File: config.mk
export PLATFORM = sky130hd
export DESIGN_NAME = axi_rd_arbiter
export DESIGN_NICKNAME = d
export VERILOG_FILES = /design/src/rtl/axi_rd_arbiter_pkg.sv /design/src/rtl/axi_rd_arbiter_order.sv /design/src/rtl/axi_rd_arbiter.sv
export SDC_FILE = /design/constraint.sdc
export NUM_CORES = 1
export LEC_CHECK = 0
export BUFFER_PORTS_ARGS = -buffer_cell sky130_fd_sc_hd__buf_4
export CAP_MARGIN = 5
export CORE_AREA = 4 4 158 160
export CTS_CLUSTER_SIZE = 30
export DETAILED_ROUTE_END_ITERATION = 6
export DIE_AREA = 0 0 162 164
export PLACE_DENSITY = 0.46
export RECOVER_POWER = 50
export SYNTH_ARGS = -nofsm -noshare
export SYNTH_HDL_FRONTEND = slang
export SYNTH_HIERARCHICAL = 1
export SYNTH_SLANG_ARGS = --single-unit
File: constraint.sdc
create_clock -name clk -period 7.9 [get_ports clk]
set_clock_uncertainty 0.05 [all_clocks]
set_input_delay 0.395 -clock clk [delete_from_list [all_inputs] [get_ports clk]]
set_output_delay 0.395 -clock clk [all_outputs]
set_load 0.02 [all_outputs]
File: src/rtl/axi_rd_arbiter_pkg.sv
// Shared constants and types for the two-requester AXI-lite read arbiter.
// Requester IDs double as the payload of the in-order response routing FIFO.
package axi_rd_arbiter_pkg;

  localparam logic REQ_IFU = 1'b0;
  localparam logic REQ_LSU = 1'b1;

  localparam logic [1:0] OKAY   = 2'b00;
  localparam logic [1:0] EXOKAY = 2'b01;
  localparam logic [1:0] SLVERR = 2'b10;
  localparam logic [1:0] DECERR = 2'b11;

  // Instruction fetches are always full 8-byte beats
  localparam logic [2:0] IFU_ARSIZE = 3'b011;

  typedef enum logic {
    ARB_FREE   = 1'b0,
    ARB_LOCKED = 1'b1
  } arb_state_t;

endpackage

File: src/rtl/axi_rd_arbiter_order.sv
// In-order FIFO of 1-bit requester IDs, one entry per accepted AR.
// The head names the destination of the next R beat.
module arb_order_fifo #(
  parameter int DEPTH_LOG2 = 3
) (
  input  logic                  clk,
  input  logic                  rst_n,
  input  logic                  push,
  input  logic                  pop,
  input  logic                  din,
  output logic                  dout,
  output logic                  full,
  output logic                  empty,
  output logic [DEPTH_LOG2:0]   count
);

  localparam int DEPTH = 1 << DEPTH_LOG2;
  localparam logic [DEPTH_LOG2:0] FULL_CNT = {1'b1, {DEPTH_LOG2{1'b0}}};

  logic                  mem_reg [DEPTH];
  logic [DEPTH_LOG2-1:0] wr_ptr_reg;
  logic [DEPTH_LOG2-1:0] rd_ptr_reg;
  logic [DEPTH_LOG2:0]   count_reg;
  logic                  do_push;
  logic                  do_pop;

  assign full    = (count_reg == FULL_CNT);
  assign empty   = (count_reg == '0);
  assign count   = count_reg;
  assign do_push = push & ~full;
  assign do_pop  = pop & ~empty;
  assign dout    = mem_reg[rd_ptr_reg];

  always_ff @(posedge clk) begin
    if (do_push) begin
      mem_reg[wr_ptr_reg] <= din;
    end
  end

  always_ff @(posedge clk or negedge rst_n) begin
    if (!rst_n) begin
      wr_ptr_reg <= '0;
      rd_ptr_reg <= '0;
      count_reg  <= '0;
    end else begin
      if (do_push) wr_ptr_reg <= wr_ptr_reg + 1'b1;
      if (do_pop)  rd_ptr_reg <= rd_ptr_reg + 1'b1;
      case ({do_push, do_pop})
        2'b10:   count_reg <= count_reg + 1'b1;
        2'b01:   count_reg <= count_reg - 1'b1;
        default: count_reg <= count_reg;
      endcase
    end
  end

endmodule

File: src/rtl/axi_rd_arbiter.sv
// Round-robin AR arbiter between IFU and LSU onto one AXI-lite read port,
// with in-order R steering driven by a FIFO of granted requester IDs.
module axi_rd_arbiter
  import axi_rd_arbiter_pkg::*;
#(
  parameter int OUTST_LOG2 = 3,
  parameter int ADDR_W     = 64,
  parameter int DATA_W     = 64
) (
  input  logic                  clk,
  input  logic                  rst_n,
  input  logic                  ifu_arvalid,
  output logic                  ifu_arready,
  input  logic [ADDR_W-1:0]     ifu_araddr,
  output logic                  ifu_rvalid,
  input  logic                  ifu_rready,
  output logic [1:0]            ifu_rresp,
  output logic [DATA_W-1:0]     ifu_rdata,
  input  logic                  lsu_arvalid,
  output logic                  lsu_arready,
  input  logic [ADDR_W-1:0]     lsu_araddr,
  input  logic [2:0]            lsu_arsize,
  output logic                  lsu_rvalid,
  input  logic                  lsu_rready,
  output logic [1:0]            lsu_rresp,
  output logic [DATA_W-1:0]     lsu_rdata,
  output logic                  m_arvalid,
  input  logic                  m_arready,
  output logic [ADDR_W-1:0]     m_araddr,
  output logic [2:0]            m_arsize,
  input  logic                  m_rvalid,
  output logic                  m_rready,
  input  logic [1:0]            m_rresp,
  input  logic [DATA_W-1:0]     m_rdata,
  output logic [OUTST_LOG2:0]   outst_cnt,
  output logic                  err_orphan_r
);

  arb_state_t state_reg, state_next;
  logic       lock_id_reg, lock_id_next;
  logic       rr_prio_reg, rr_prio_next;
  logic       err_orphan_reg;

  logic winner;
  logic sel;
  logic sel_arvalid;
  logic ar_hs;
  logic fifo_full;
  logic fifo_empty;
  logic fifo_head;
  logic r_pop;

  // AR arbitration: a lone requester wins, ties go to rr_prio
  always_comb begin
    winner = rr_prio_reg;
    if (ifu_arvalid && !lsu_arvalid) begin
      winner = REQ_IFU;
    end else if (lsu_arvalid && !ifu_arvalid) begin
      winner = REQ_LSU;
    end
  end

  assign sel         = (state_reg == ARB_LOCKED) ? lock_id_reg : winner;
  assign sel_arvalid = (sel == REQ_IFU) ? ifu_arvalid : lsu_arvalid;
  assign m_arvalid   = sel_arvalid & ~fifo_full;
  assign ar_hs       = m_arvalid & m_arready;
  assign m_araddr    = (sel == REQ_IFU) ? ifu_araddr : lsu_araddr;
  assign m_arsize    = (sel == REQ_IFU) ? IFU_ARSIZE : lsu_arsize;
  assign ifu_arready = ar_hs & (sel == REQ_IFU);
  assign lsu_arready = ar_hs & (sel == REQ_LSU);

  // Lock holds the stalled grant until its handshake or the requester withdraws
  always_comb begin
    state_next   = state_reg;
    lock_id_next = lock_id_reg;
    case (state_reg)
      ARB_FREE: begin
        if (m_arvalid && !m_arready) begin
          state_next   = ARB_LOCKED;
          lock_id_next = sel;
        end
      end
      ARB_LOCKED: begin
        if (ar_hs || !sel_arvalid) begin
          state_next = ARB_FREE;
        end
      end
      default: state_next = ARB_FREE;
    endcase
  end

  assign rr_prio_next = ar_hs ? ~sel : rr_prio_reg;

  always_ff @(posedge clk or negedge rst_n) begin
    if (!rst_n) begin
      state_reg      <= ARB_FREE;
      lock_id_reg    <= REQ_IFU;
      rr_prio_reg    <= REQ_LSU;
      err_orphan_reg <= 1'b0;
    end else begin
      state_reg   <= state_next;
      lock_id_reg <= lock_id_next;
      rr_prio_reg <= rr_prio_next;
      if (m_rvalid && fifo_empty) begin
        err_orphan_reg <= 1'b1;
      end
    end
  end

  arb_order_fifo #(
    .DEPTH_LOG2 (OUTST_LOG2)
  ) u_order_fifo (
    .clk   (clk),
    .rst_n (rst_n),
    .push  (ar_hs),
    .pop   (r_pop),
    .din   (sel),
    .dout  (fifo_head),
    .full  (fifo_full),
    .empty (fifo_empty),
    .count (outst_cnt)
  );

  // With nothing outstanding, beats are absorbed and flagged rather than stalled
  assign m_rready   = fifo_empty ? 1'b1 :
                      ((fifo_head == REQ_IFU) ? ifu_rready : lsu_rready);
  assign ifu_rvalid = m_rvalid & ~fifo_empty & (fifo_head == REQ_IFU);
  assign lsu_rvalid = m_rvalid & ~fifo_empty & (fifo_head == REQ_LSU);
  assign r_pop      = m_rvalid & m_rready & ~fifo_empty;

  assign ifu_rresp    = m_rresp;
  assign ifu_rdata    = m_rdata;
  assign lsu_rresp    = m_rresp;
  assign lsu_rdata    = m_rdata;
  assign err_orphan_r = err_orphan_reg;

endmodule

==> results.cfg <==
[placed_design]
io_buffer_count = 216
placed_cells_incl_taps = 716
place_congestion = 0.676
dpl.hpwl_um = 8860

[floorplan]
fp.dieW_um = 162
floorplan.die.height_um = 164
placementRows = 56
die_footprint_mm2 = 0.0266
ioPinCount = 415
start_util_pct = 13.6
core_region_area_mm2 = 0.0234

[detailed_routing]
detailroute.via_count = 2316
routed_wire_length_per_instance_um = 14.0
drt-vias-per-instance = 3.21
antenna_violating_nets_post_route = 0
drt_first_iter_violations = 70
drc = 0
detailedRoute.firstPassIterationCount = 4
routed_wirelength_um = 10100

[run]
maxCapViolations = 0

[cells_and_area]
post_route_cells_drive_above_1_share_pct = 73.9
nNetsFinal = 614
area.growth.synth_to_final_pct = 33.6
antennaDiodeCount = 0
finalNonFillerCells = 721
most_used_cells_in_the_layout_excluding_fill_and_tap_cells = 216 x sky130_fd_sc_hd__buf_4, 40 x sky130_fd_sc_hd__mux2_4, 26 x sky130_fd_sc_hd__mux2_2
final_common_cell = sky130_fd_sc_hd__buf_4
largest_register_ffs = 8

[timing]
worstMarginPinSlew_ps = 879
finalMaxSlewViolations = 0
final.min_clock_period_ps = 3340
final-hold-violation-count = 0
grt_setup_unrepaired = false
setup-tns-final_ps = 0
maxClockFrequency_mhz = 299
report.final.setup_viol = 0
worst_slew_margin_rel_pct = 41.4
timing.final.crit_share_pct = 42.3

[hold_path]
whs_path_depth = 2
min_path_type = in2reg

[clock_network]
clk_root_buffer_cell = sky130_fd_sc_hd__clkbuf_16
htree_levels = 1
cts.path.max_buffers = 2
cts_tree = built
clk_transition_reported_paths_ps = 60
cts.sink_count = 22
number_of_buffers_created_by_cts = 3
cts.repair_timing.setup_buffer_count = 0
clock_insertion_delay_worst_skew_ps = 250

[global_route]
antenna_found_initial = 1
grt_start_max_net_pins = 55
grt_first_pass_wirelength_um = 13900
first_global_vias = 2488
grt_remaining_overflow = 0
grt.total_usage_pct = 6.54

[worst_setup_path]
cp.arrival_ps = 3410
timing.critical_path.required_ps = 7970
reg_to_reg_setup_timing_slack_ps = 4560
critical_path_peak_fanout = 9
setup.worst_path.end_class = flop
setup.worst_path.start_class = flop
r2r_cell_count = 11
crit_type = reg2reg

[pwr]
power_leakage_nw = 2.03
power-per-cell-area_mw_per_mm2 = 290
irDropWorstVdd_mv = 0.140

[logic_synthesis]
synth_seq_cells = 22
avgSynthCellArea_um2 = 9.91
synth_async_sr_flop_share_pct = 63.6
postSynth.topFlopCell = sky130_fd_sc_hd__dfrtp_1
yosysWarnings = 6
post_synth_instance_area_mm2 = 0.00317
synth_cell_type_count = 41
synth_enable_flop_cells = 8
postSynthNetCount = 531
synth.yosys.seq_area_share_pct = 18.7
synth_cells = 320

[run_status]
outcome = finished, final reports clean
-- worst paths after layout --
check | from | end
min in group asynchronous | rst_n | u_order_fifo/count[2]$_DFFE_PN0P_
worst max register to register | u_order_fifo/rd_ptr_reg[0]$_DFFE_PN0P_ | u_order_fifo/count[3]$_DFFE_PN0P_
worst max-delay path | u_order_fifo/rd_ptr_reg[0]$_DFFE_PN0P_ | u_order_fifo/count[3]$_DFFE_PN0P_
worst min register to register | err_orphan_r$_DFFE_PN0P_ | err_orphan_r$_DFFE_PN0P_
max in group asynchronous | rst_n | u_order_fifo/rd_ptr_reg[1]$_DFFE_PN0P_
worst min-delay path | ifu_arvalid | lock_id_reg$_DFFE_PN0P_
-- area by class of cell --
type / count / area, um^2
Sequential cell: 22 / 592
Inverter: 10 / 37.5
Fill cell: 2655 / 19200
Tap cell: 319 / 399
Clock buffer: 4 / 88.8
Multi-Input combinational cell: 148 / 1490
Timing Repair Buffer: 218 / 1640
-- what timing repair did --
action	CTS	global route
hold buffers	1	0
gates resized for setup	0	0
hold endpoints to repair	13	0
-- critical path, cell delays in order, from the launching register on --
cell and delay [ps]:
sky130_fd_sc_hd__dfrtp_1 470, sky130_fd_sc_hd__mux4_2 520, sky130_fd_sc_hd__mux2_2 320, sky130_fd_sc_hd__mux2i_1 140, sky130_fd_sc_hd__nor2_1 140, sky130_fd_sc_hd__o41ai_2 120
sky130_fd_sc_hd__inv_2 90, sky130_fd_sc_hd__ha_1 300, sky130_fd_sc_hd__ha_1 340, sky130_fd_sc_hd__or4b_1 500, sky130_fd_sc_hd__o311ai_0 110, sky130_fd_sc_hd__o211ai_1 120
-- routing by layer --
layer | up-vias | track usage, % | share of wire [%]
met4 | 0 | 2.42 | 2.7
met3 | 28 | 3.64 | 15
met5 | - | 0 | 0
li1 | 1120 | - | -
met1 | 1020 | 7.11 | 33
met2 | 148 | 10.7 | 49
-- cells in the mapped netlist, types with 2 or more instances --
cell / instances / share of area, %
sky130_fd_sc_hd__mux2_4: 40 / 19
sky130_fd_sc_hd__a21oi_1: 5 / 0.79
sky130_fd_sc_hd__mux2i_1: 2 / 0.63
sky130_fd_sc_hd__ha_1: 5 / 2.0
sky130_fd_sc_hd__buf_6: 4 / 1.4
sky130_fd_sc_hd__nor3b_1: 3 / 0.71
sky130_fd_sc_hd__edfxtp_1: 8 / 7.6
sky130_fd_sc_hd__xnor2_1: 5 / 1.4
sky130_fd_sc_hd__buf_2: 2 / 0.32
sky130_fd_sc_hd__nand2b_1: 8 / 1.6
sky130_fd_sc_hd__nor2_1: 10 / 1.2
sky130_fd_sc_hd__nor2b_1: 2 / 0.39
sky130_fd_sc_hd__nand2_1: 9 / 1.1
sky130_fd_sc_hd__dfrtp_1: 13 / 10
sky130_fd_sc_hd__mux2_2: 26 / 9.2
sky130_fd_sc_hd__nand3_1: 4 / 0.63
sky130_fd_sc_hd__nor3_1: 6 / 0.95
sky130_fd_sc_hd__buf_4: 133 / 31
sky130_fd_sc_hd__o21ai_0: 3 / 0.47
sky130_fd_sc_hd__inv_2: 3 / 0.36
sky130_fd_sc_hd__inv_1: 7 / 0.83
sky130_fd_sc_hd__mux4_2: 2 / 1.4
sky130_fd_sc_hd__nor4_1: 2 / 0.39
-- kinds of logic after synthesis --
family | Yosys count | share of synthesized area [%]
flip-flops | 22 | 18.7
AO/OA/AOI/OAI | 15 | 3.35
XOR/XNOR | 6 | 1.66
buffers and inverters | 150 | 34.5
AND/OR/NAND/NOR | 50 | 8.64
multiplexers | 71 | 30.6
adder cells (fa/ha/maj) | 6 | 2.60
-- per-stage QoR --
step	cell area [um^2]	hold slack, ps	setup slack (ps)	utilization (%)	total power [mW]
floorplan	3170	49.4	4800	-	0.916
global placement	4140	219	4540	17.7	1.13
detailed placement	4140	219	4530	17.7	1.13
CTS	4240	304	4510	18.1	1.25
global route	4240	308	4300	18.1	1.32
finish	4240	308	4560	18.1	1.23
-- report_power, final --
| part | total, mW | switching, mW | internal [mW] | leakage (nW) |
|---|---|---|---|---|
| registers | 0.226 | 0.0579 | 0.168 | 0.236 |
| clock network | 0.115 | 0.0382 | 0.0771 | 0.0442 |
| logic | 0.887 | 0.433 | 0.454 | 1.75 |
Note: power is estimated with default switching activity, not from simulation.
